### src/rtl/seg7_scan_ctrl.sv
// Scan sequencer for an 8-digit multiplexed 7-segment display: walks the enabled digits,
// blanks the start of every slot, and gates blinking digits off on alternate blink phases.
module seg7_scan_ctrl #(
  parameter int DIV       = 1000,
  parameter int BLANK     = 16,
  parameter int BLINK_DIV = 64
) (
  input  logic       clk,
  input  logic       rst,
  input  logic       en,
  input  logic [7:0] digit_mask,
  input  logic [7:0] blink_mask,
  output logic [2:0] sel,
  output logic [7:0] dig_en,
  output logic       seg_blank,
  output logic       frame_tick,
  output logic       blink_phase
);

  localparam int SLOT_W = (DIV > 1) ? $clog2(DIV) : 1;
  localparam int FRM_W  = $clog2(BLINK_DIV + 1);

  localparam logic [SLOT_W-1:0] BLANK_LAST = SLOT_W'(BLANK - 1);
  localparam logic [SLOT_W-1:0] SLOT_LAST  = SLOT_W'(DIV - 1);
  localparam logic [FRM_W-1:0]  FRM_WRAP   = FRM_W'(BLINK_DIV);

  typedef enum logic [1:0] {
    S_IDLE  = 2'd0,
    S_BLANK = 2'd1,
    S_ON    = 2'd2
  } state_t;

  state_t              state_q, state_d;
  logic [2:0]          sel_q, sel_d;
  logic [SLOT_W-1:0]   slot_cnt_q, slot_cnt_d;
  logic [FRM_W-1:0]    frm_cnt_q, frm_cnt_d;
  logic [FRM_W-1:0]    frm_inc;
  logic                blink_phase_q, blink_phase_d;
  logic                frame_tick_q, frame_tick_d;
  logic [7:0]          dig_en_q, dig_en_d;
  logic                seg_blank_q, seg_blank_d;

  logic [2:0]          first_sel;
  logic [2:0]          nxt_sel;
  logic                nxt_found;
  logic [2:0]          scan_idx;

  // Lowest enabled digit: where every frame (and every restart) begins.
  always_comb begin
    first_sel = 3'd0;
    for (int i = 7; i >= 0; i--) begin
      if (digit_mask[i]) first_sel = 3'(i);
    end
  end

  // Next enabled digit strictly above sel, wrapping; i=8 lands back on sel itself.
  always_comb begin
    nxt_sel   = sel_q;
    nxt_found = 1'b0;
    scan_idx  = 3'd0;
    for (int i = 1; i <= 8; i++) begin
      scan_idx = sel_q + 3'(i);
      if (!nxt_found && digit_mask[scan_idx]) begin
        nxt_sel   = scan_idx;
        nxt_found = 1'b1;
      end
    end
  end

  assign frm_inc = frm_cnt_q + FRM_W'(1);

  always_comb begin
    state_d       = state_q;
    sel_d         = sel_q;
    slot_cnt_d    = slot_cnt_q;
    frm_cnt_d     = frm_cnt_q;
    blink_phase_d = blink_phase_q;
    frame_tick_d  = 1'b0;

    if (!en) begin
      state_d    = S_IDLE;
      slot_cnt_d = '0;
      frm_cnt_d  = '0;
    end else begin
      case (state_q)
        S_IDLE: begin
          if (|digit_mask) begin
            state_d      = S_BLANK;
            sel_d        = first_sel;
            frame_tick_d = 1'b1;
            slot_cnt_d   = '0;
          end
        end
        S_BLANK: begin
          slot_cnt_d = slot_cnt_q + SLOT_W'(1);
          if (slot_cnt_q == BLANK_LAST) state_d = S_ON;
        end
        S_ON: begin
          if (slot_cnt_q == SLOT_LAST) begin
            slot_cnt_d = '0;
            if (digit_mask == 8'h00) begin
              state_d   = S_IDLE;
              frm_cnt_d = '0;
            end else begin
              state_d = S_BLANK;
              sel_d   = nxt_sel;
              // Wrapping to a digit at or below the current one starts a new frame.
              if (nxt_sel <= sel_q) begin
                frame_tick_d = 1'b1;
                if (frm_inc == FRM_WRAP) begin
                  frm_cnt_d     = '0;
                  blink_phase_d = ~blink_phase_q;
                end else begin
                  frm_cnt_d = frm_inc;
                end
              end
            end
          end else begin
            slot_cnt_d = slot_cnt_q + SLOT_W'(1);
          end
        end
        default: begin
          state_d    = S_IDLE;
          slot_cnt_d = '0;
          frm_cnt_d  = '0;
        end
      endcase
    end

    // Output registers are loaded from the next state so they line up with it.
    dig_en_d    = 8'h00;
    seg_blank_d = 1'b1;
    if (state_d == S_ON && !(blink_mask[sel_d] && blink_phase_d)) begin
      dig_en_d    = 8'h01 << sel_d;
      seg_blank_d = 1'b0;
    end
  end

  always_ff @(posedge clk or posedge rst) begin
    if (rst) begin
      state_q       <= S_IDLE;
      sel_q         <= 3'd0;
      slot_cnt_q    <= '0;
      frm_cnt_q     <= '0;
      blink_phase_q <= 1'b0;
      frame_tick_q  <= 1'b0;
      dig_en_q      <= 8'h00;
      seg_blank_q   <= 1'b1;
    end else begin
      state_q       <= state_d;
      sel_q         <= sel_d;
      slot_cnt_q    <= slot_cnt_d;
      frm_cnt_q     <= frm_cnt_d;
      blink_phase_q <= blink_phase_d;
      frame_tick_q  <= frame_tick_d;
      dig_en_q      <= dig_en_d;
      seg_blank_q   <= seg_blank_d;
    end
  end

  assign sel         = sel_q;
  assign dig_en      = dig_en_q;
  assign seg_blank   = seg_blank_q;
  assign frame_tick  = frame_tick_q;
  assign blink_phase = blink_phase_q;

endmodule

### config.mk
export PLATFORM = sky130hd
export DESIGN_NAME = seg7_scan_ctrl
export DESIGN_NICKNAME = d
export VERILOG_FILES = /design/src/rtl/seg7_scan_ctrl.sv
export SDC_FILE = /design/constraint.sdc
export NUM_CORES = 1
export LEC_CHECK = 0
export BUFFER_PORTS_ARGS = -buffer_cell sky130_fd_sc_hd__buf_2
export CORE_ASPECT_RATIO = 1.75
export CORE_MARGIN = 1.5
export CORE_UTILIZATION = 55
export CTS_CLUSTER_SIZE = 28
export DETAILED_ROUTE_END_ITERATION = 10
export PLACE_DENSITY = 0.73
export RECOVER_POWER = 25
export SKIP_LAST_GASP = 1
export SYNTH_ARGS = -nofsm -noshare
export SYNTH_HDL_FRONTEND = slang
export SYNTH_SLANG_ARGS = --single-unit
### constraint.sdc
create_clock -name clk -period 7.6 [get_ports clk]
set_input_delay 0 -clock clk [delete_from_list [all_inputs] [get_ports clk]]
set_output_delay 0 -clock clk [all_outputs]
set_load 0.02 [all_outputs]
==> results of run 1 <==
-- power breakdown --
part / internal, mW / total (mW) / switching (mW)
clock network: 0.107 / 0.173 / 0.0664
logic: 0.135 / 0.322 / 0.188
registers: 0.179 / 0.184 / 0.00453
-- cell type report --
cell class / count / share of cell area
inverter: 16 / 0.0179
multi-input combinational: 286 / 0.618
tap: 74 / 0.0275
clock buffer: 7 / 0.0257
sequential: 33 / 0.246
timing repair buffer: 36 / 0.0562
clock inverter: 1 / 0.00893
-- sequential cells by signal (all words and copies together), names as in the netlist --
| register | count |
|---|---|
| slot_cnt_q | 10 |
| dig_en | 8 |
| state_q | 2 |
| seg_blank | 1 |
| sel | 3 |
| frame_tick | 1 |
| frm_cnt_q | 7 |
| blink_phase | 1 |
-- metal layers --
metal  vias up  wire (µm)  part of all wire
li1       1379          -                 -
met1      1407       2790              0.35
met2        94       4470              0.57
met3        28        284             0.036
met4         0        371             0.047
met5         -          0                 0
-- kinds of logic (layout without fill, tap and decap cells) --
family / count (synthesis) / after routing / synth area share
flip-flops: 33 / 33 / 0.270
buffers and inverters: 38 / 60 / 0.0534
multiplexers: 31 / 31 / 0.149
AND/OR/NAND/NOR: 139 / 139 / 0.245
AO/OA/AOI/OAI: 99 / 99 / 0.221
adder cells (fa/ha/maj): 11 / 11 / 0.0449
XOR/XNOR: 6 / 6 / 0.0171
-- what timing repair did --
item / CTS / global route
setup buffers: 0 / 0
hold buffers: 1 / 0
endpoints found under the hold margin: 32 / 0
resized for setup: 0 / 0
-- cells in the final DEF (no fill, tap or decap), types with 11 or more instances in the layout --
| cell | synthesis | layout |
|---|---|---|
| sky130_fd_sc_hd__nand3_1 | 14 | 14 |
| sky130_fd_sc_hd__o21ai_0 | 35 | 35 |
| sky130_fd_sc_hd__inv_1 | 16 | 16 |
| sky130_fd_sc_hd__nand2_1 | 27 | 27 |
| sky130_fd_sc_hd__buf_2 | 5 | 32 |
| sky130_fd_sc_hd__ha_1 | 11 | 11 |
| sky130_fd_sc_hd__dfrtp_1 | 32 | 32 |
| sky130_fd_sc_hd__nor2_1 | 32 | 32 |
| sky130_fd_sc_hd__and3_1 | 12 | 12 |
| sky130_fd_sc_hd__mux2i_1 | 15 | 15 |
| sky130_fd_sc_hd__a21oi_1 | 13 | 13 |
-- stage by stage --
step / utilization / hold WS, ns
floorplan: - / 0.128
global placement: 0.611 / 0.111
detailed placement: 0.611 / 0.114
CTS: 0.635 / 0.106
global route: 0.634 / 0.139
finish: 0.634 / 0.113
-- worst max-delay path by stage --
stage / depth (start not counted) / slack [ns] / start / to
finish: 18 / 2.82 / sel[0]$_DFF_PP0_ / frm_cnt_q[0]$_DFFE_PP0P_
global route: 18 / 2.35 / sel[0]$_DFF_PP0_ / frm_cnt_q[2]$_DFFE_PP0P_
CTS: 17 / 2.82 / sel[0]$_DFF_PP0_ / frm_cnt_q[3]$_DFFE_PP0P_
detailed placement: 18 / 2.83 / sel[0]$_DFF_PP0_ / frm_cnt_q[0]$_DFFE_PP0P_
global placement: 18 / 2.92 / sel[0]$_DFF_PP0_ / frm_cnt_q[0]$_DFFE_PP0P_
floorplan: 20 / 3.02 / sel[1]$_DFF_PP0_ / frm_cnt_q[0]$_DFFE_PP0P_
-- worst reg2reg max path, delay by kind of cell, from the launching register on --
family	cells	cell delay, ns
compound gates	9	1.57
simple gates	4	0.77
flops	1	0.32
buf+inv	2	0.46
mux	1	0.59
fa+ha+maj	2	0.98
==> summary.md, run 1 <==
| Metric | Value |
|---|---|
| Status | complete, but fails checks |
| Violated checks | max-capacitance violations, max-slew violations |
| Worst-case register-to-register setup slack | 2.82 ns |
| Category of the critical setup timing path | reg -> reg |
| Initial Util | 0.579 |
| Synthesized net count | 387 |
| Number of setup violations in the final report | 0 |
| Clock tree from TritonCTS | built |
| Wire length of the first global-routing pass | 12800 µm |
| Post-synthesis instance area | 3070 µm² |
| Slack of the critical path | 2.82 ns |
| #FFs+latches synth | 33 |
| Netlist cell types | 64 |
| Worst Hold Class | in -> reg |
| Cell chosen for the clock root | sky130_fd_sc_hd__clkbuf_8 |
| Warnings from Yosys | 0 |
| Number of remaining DRC errors | 0 |
| Final sum of negative setup slack | 0 ns |
| Vias per inst | 6.42 |
| Total area of multi-input combinational cells | 2080 µm² |
| CP startpoint kind | register |
| Measured slew at the worst slew-check pin | 1.73 ns |
| Clock-pin slew on the worst setup and hold paths | 0.07 ns |
| Sequential cell area fraction in the yosys report | 0.270 |
| Total area of sequential cells | 827 µm² |
| Filler cell count | 473 |
| Average detailed-routed wire length per instance | 17.5 µm |
| Growth of design area from synthesis to finish | 9.58% |
| Endpoint with the worst hold slack | dig_en[4]$_DFF_PP0_ |
| Final critical-path share of the clock period | 0.630 |
| Die ar. | 6050 µm² |
| Aggregate global-route resource usage | 0.278 |
| Leading post-synthesis cells by cell area | sky130_fd_sc_hd__dfrtp_1 (26%), sky130_fd_sc_hd__mux4_2 (7.3%), sky130_fd_sc_hd__o21ai_0 (5.7%), sky130_fd_sc_hd__mux2i_1 (4.9%), sky130_fd_sc_hd__ha_1 (4.5%) |
| Family with the most delay on the worst path | compound AO/OA/AOI/OAI gates |
| Largest net degree at the start of global routing | 34 |
| Post-synth top area cell | sky130_fd_sc_hd__dfrtp_1 |
| Overall routed net length | 7910 µm |
| Worst r2r src | sel[0]$_DFF_PP0_ |
| Number of buffers added by the clock tree synthesis step | 5 |
| Final Instance Area | 3360 µm² |
| Post-DP HPWL | 6030 µm |
| Total power per unit cell area | 202 nW/µm² |
| Total power draw | 0.680 mW |
| Total leakage power | 1.44 nW |
| Most common cell in the synthesized netlist | sky130_fd_sc_hd__o21ai_0 |
| Pre-Repair DR Iteration Count | 4 |
| Number of flops mapped to enable cells by yosys | 0 |
| Terminus of the critical flop-to-flop path | frm_cnt_q[0]$_DFFE_PP0P_ |
| Die Wd | 59.5 µm |
| List of cells traversed by the critical path | buf_4, inv_1, ha_1, mux4_2, a31o_4, nor2_1, a221oi_1, a41o_1, a32oi_1, ha_1, nor2b_1, o21ai_0, a32oi_1, a21o_1, nand2_1, a21oi_1, or2_2, o31ai_1 |
| Setup repair after global routing missed its margin | false |
| Placement Setup Slack | 2.83 ns |
| Fraction of synthesized cell area taken by the top area cell type | 0.261 |
| Mean Syn Cell Area | 8.59 µm² |
| I/O pin cnt | 33 |
| Global routing met2 resource utilization | 0.524 |
| Crit-path max FO | 21 |
| Met3 layer usage reported by global route | 0.0396 |
| Global Route met1 Usage | 0.274 |
| Worst path bufs/invs | 2 |
| Max-slew violation count | 34 |
| Required time worst endpoint | 7.80 ns |
| H-tree level count | 2 |
| Antenna violations before repair | 0 |
| Number of vias after detailed routing | 2908 |
| Final period demand of the worst path | 4.78 ns |
| Global route hottest layer | met2 |
| Vias in the first global route | 2789 |
| Setup crit end kind | register |
| Share of layout cells above drive strength 1 | 0.187 |
| Number of input and output port buffers inserted | 32 |
| Placement Cell Area | 3240 µm² |
| Standard-cell row count | 35 |
| Final global-route overflow total | 0 |
| Critical Path Max Stage Delay | 0.72 ns |
| Net total in the final layout | 408 |
| Critical hold path startpoint | blink_mask[4] |
| Cell Count Post-Placement | 444 |
| CP max stage cell | sky130_fd_sc_hd__ha_1 |
| # diodes | 0 |
| Clock skew | 0.00811 ns |
| Most frequent cells after synthesis | sky130_fd_sc_hd__o21ai_0 (35), sky130_fd_sc_hd__dfrtp_1 (32), sky130_fd_sc_hd__nor2_1 (32) |
| Area of the core | 5300 µm² |
| Count of cells along the worst register-to-register path | 18 |
| Clock Latency Late Sink | 0.29 ns |
| Primary FF master, synth | sky130_fd_sc_hd__dfrtp_1 |
| Worst slew margin relative to its limit | -0.152 |
| Final ANT Viol Nets | 0 |
| Max_cap viols | 1 |
| Highest achievable clock rate | 209 MHz |
| Asr flop ratio synth | 1.00 |
| Number of standard cells after synthesis | 357 |
| Number of hold violations in the final report | 0 |
| 1st-iter DRT viols | 227 |
| Number of non-filler instances in the completed layout | 453 |
| Worst VDD drop | 0.000121 V |
| Deepest clock path buffer count | 2 |
| Clock Sink Count | 33 |
| Die Y-Extent | 102 µm |
| Number of instances on the worst hold path | 4 |
| RePlAce Congestion | 0.964 |
| Data arrival time of the critical path | 4.99 ns |
Note: power is estimated with default switching activity, not from simulation.
==> run 2: changes to the inputs <==
==> constraint.sdc (replaced) <==
create_clock -name clk -period 4.9 [get_ports clk]
set_input_delay 0 -clock clk [delete_from_list [all_inputs] [get_ports clk]]
set_output_delay 0 -clock clk [all_outputs]
set_load 0.02 [all_outputs]
==> summary.md, run 2 (synthesis results as in run 1) <==
| Metric | Value |
|---|---|
| Antenna violations before repair | 0 (unchanged) |
| Sw power | 0.405 mW (+57%) |
| Cell chosen for the clock root | sky130_fd_sc_hd__clkbuf_8 |
| Total leakage power | 1.45 nW (+0.47%) |
| Final sum of negative setup slack | 0 ns (unchanged) |
| Commonest non-fill, non-tap cell in the layout | sky130_fd_sc_hd__o21ai_0 |
| # diodes | 0 (unchanged) |
| Number of buffers added by the clock tree synthesis step | 5 (unchanged) |
| Data arrival time of the critical path | 4.56 ns (-0.43 ns) |
| Category of the critical setup timing path | reg -> reg |
| Number of setup violations in the final report | 0 (unchanged) |
| Portion of total power attributed to the clock network | 0.208 (-0.047) |
| Number of non-filler instances in the completed layout | 457 (+0.88%) |
| Clock Sink Count | 33 (unchanged) |
| # Post-CTS Setup Buffers | 0 (unchanged) |
| Share of layout cells above drive strength 1 | 0.196 (+0.00849) |
| Number of vias after detailed routing | 2877 (-1.1%) |
| Overall routed net length | 8020 µm (+1.4%) |
| I/O pin cnt | 33 (unchanged) |
| Number of remaining DRC errors | 0 (unchanged) |
| Sw Share | 0.399 (+0.0187) |
| Pre-Repair DR Iteration Count | 4 (unchanged) |
| Initial Util | 0.579 (unchanged) |
| 1st-iter DRT viols | 160 (-30%) |
| Clock-pin slew on the worst setup and hold paths | 0.07 ns (about the same) |
| Setup repair after global routing missed its margin | false |
| Measured slew at the worst slew-check pin | 1.73 ns (+0.00126 ns) |
| Net total in the final layout | 412 (+0.98%) |
| Worst Hold Class | in -> reg |
| Proportion of power drawn by flip-flops and latches | 0.281 (+0.010) |
| Clock tree from TritonCTS | built |
| Clock Latency Late Sink | 0.28 ns (about the same) |
| Area of the core | 5300 µm² (unchanged) |
| Largest net degree at the start of global routing | 34 (unchanged) |
| Worst VDD drop | 0.000260 V (+110%) |
| Wire length of the first global-routing pass | 12800 µm (unchanged) |
| Number of input and output port buffers inserted | 32 (unchanged) |
| Die Y-Extent | 102 µm (unchanged) |
| Vias in the first global route | 2680 (-3.9%) |
| Highest achievable clock rate | 228 MHz (+9.2%) |
| Status | complete, but fails checks |
| Max-slew violation count | 34 (unchanged) |
| Placement Cell Area | 3270 µm² (+0.93%) |
| Die ar. | 6050 µm² (unchanged) |
| RePlAce Congestion | 1.03 (+7.4%) |
| Worst slew margin relative to its limit | -0.153 (-0.000843) |
| Crit-path max FO | 20 (-4.8%) |
| Utilization after layout | 0.636 (+0.00142) |
| Final period demand of the worst path | 4.38 ns (-0.405 ns) |
| Commonest non-fill, non-tap cells in the layout | sky130_fd_sc_hd__o21ai_0 (35), sky130_fd_sc_hd__nor2_1 (32), sky130_fd_sc_hd__dfrtp_1 (32), sky130_fd_sc_hd__buf_2 (32), sky130_fd_sc_hd__nand2_1 (27) |
| Vias per inst | 6.30 (-1.9%) |
| Logic pwr share | 0.511 (+0.036) |
| Setup crit end kind | register |
| Die Wd | 59.5 µm (unchanged) |
| Total power per unit cell area | 301 nW/µm² (+49%) |
| Deepest clock path buffer count | 2 (unchanged) |
| Standard-cell row count | 35 (unchanged) |
| Number of flip-flops in the largest register | 10 (unchanged) |
| Final global-route overflow total | 0 (unchanged) |
| Average detailed-routed wire length per instance | 17.6 µm (+0.50%) |
| Total power draw | 1.01 mW (+49%) |
| H-tree level count | 2 (unchanged) |
| Aggregate global-route resource usage | 0.278 (+0.000644) |
| Total internal power | 0.609 mW (+45%) |
| Max_cap viols | 1 (unchanged) |
| Biggest register | slot_cnt_q |
| Clock skew | 0.00510 ns (-0.00301 ns) |
| Post-DP HPWL | 6150 µm (+2.0%) |
| Final Instance Area | 3370 µm² (+0.22%) |
| Final ANT Viol Nets | 0 (unchanged) |
| Number of hold violations in the final report | 0 (unchanged) |
| CP startpoint kind | register |
| Cell Count Post-Placement | 448 (+0.90%) |
| Required time worst endpoint | 5.08 ns (-2.72 ns) |
| Violated checks | max-capacitance violations, max-slew violations |
| Final critical-path share of the clock period | 0.894 (+0.264) |
| Growth of design area from synthesis to finish | 9.83% |
==> run 2: worst max-delay path, cell delays in order, from the launching register on <==
cell                      delay, ns
sky130_fd_sc_hd__dfrtp_1       0.65
sky130_fd_sc_hd__xnor2_1       0.56
sky130_fd_sc_hd__mux4_2        0.66
sky130_fd_sc_hd__nor3_1        0.21
sky130_fd_sc_hd__o41ai_1       0.13
sky130_fd_sc_hd__a41o_1        0.25
sky130_fd_sc_hd__a32oi_1       0.16
sky130_fd_sc_hd__ha_1          0.26
sky130_fd_sc_hd__nor2b_1       0.13
sky130_fd_sc_hd__o21ai_0       0.14
sky130_fd_sc_hd__a32oi_1       0.09
sky130_fd_sc_hd__a21o_1        0.17
sky130_fd_sc_hd__nand2_1       0.06
sky130_fd_sc_hd__a21oi_1       0.06
sky130_fd_sc_hd__buf_4         0.17
sky130_fd_sc_hd__or2_2         0.34
sky130_fd_sc_hd__o21ai_0       0.24
==> run 2: timing repair <==
action                    4_1_cts  5_1_grt
hold endpoints to repair       32        0
hold buffers                    1        0
resized for setup               0        0
==> run 2: metal layers <==
layer | GRT usage | wire [µm] | up-vias
met4 | 0.128 | 325 | 0
met2 | 0.534 | 4660 | 62
met5 | 0 | 0 | -
met3 | 0.0332 | 201 | 27
li1 | - | - | 1390
met1 | 0.284 | 2830 | 1398
==> run 2: final cells by class <==
cell class                 count  area [µm²]
multi-input combinational    286        2080
fill                         491        1930
sequential                    33         827
timing repair buffer          40         219
tap                           74        92.6
clock buffer                   7        86.3
inverter                      16        60.1
clock inverter                 1        7.51
==> run 2: per-stage QoR <==
step	hold slack, ns	worst slack [ns]
5_1_grt	0.137	0.295
4_1_cts	0.0967	0.560
3_5_place_dp	0.110	0.593
6_report	0.109	0.520
2_1_floorplan	0.128	0.322
3_3_place_gp	0.105	0.634
==> run 2: power by group through the flow <==
stage	combinational (mW)	sequential (mW)	clock, mW
final	0.518	0.285	0.210
after global placement	0.505	0.290	0
after floorplan	0.395	0.293	0
after CTS	0.511	0.285	0.214
after global routing	0.559	0.286	0.228
after detailed placement	0.507	0.290	0
==> run 2: final timing paths <==
kind | startpoint | end | slack, ns | cells past startpoint
worst max-delay path | sel[2]$_DFF_PP0_ | frm_cnt_q[3]$_DFFE_PP0P_ | 0.52 | 16
worst min-delay path | blink_mask[4] | dig_en[4]$_DFF_PP0_ | 0.11 | 4
worst max register to register | sel[2]$_DFF_PP0_ | frm_cnt_q[3]$_DFFE_PP0P_ | 0.52 | 16
worst min register to register | frm_cnt_q[1]$_DFFE_PP0P_ | frm_cnt_q[1]$_DFFE_PP0P_ | 0.51 | 2
max in group asynchronous | rst | slot_cnt_q[8]$_DFFE_PP0P_ | 3.03 | 4
min in group asynchronous | rst | dig_en[3]$_DFF_PP0_ | 0.87 | 4
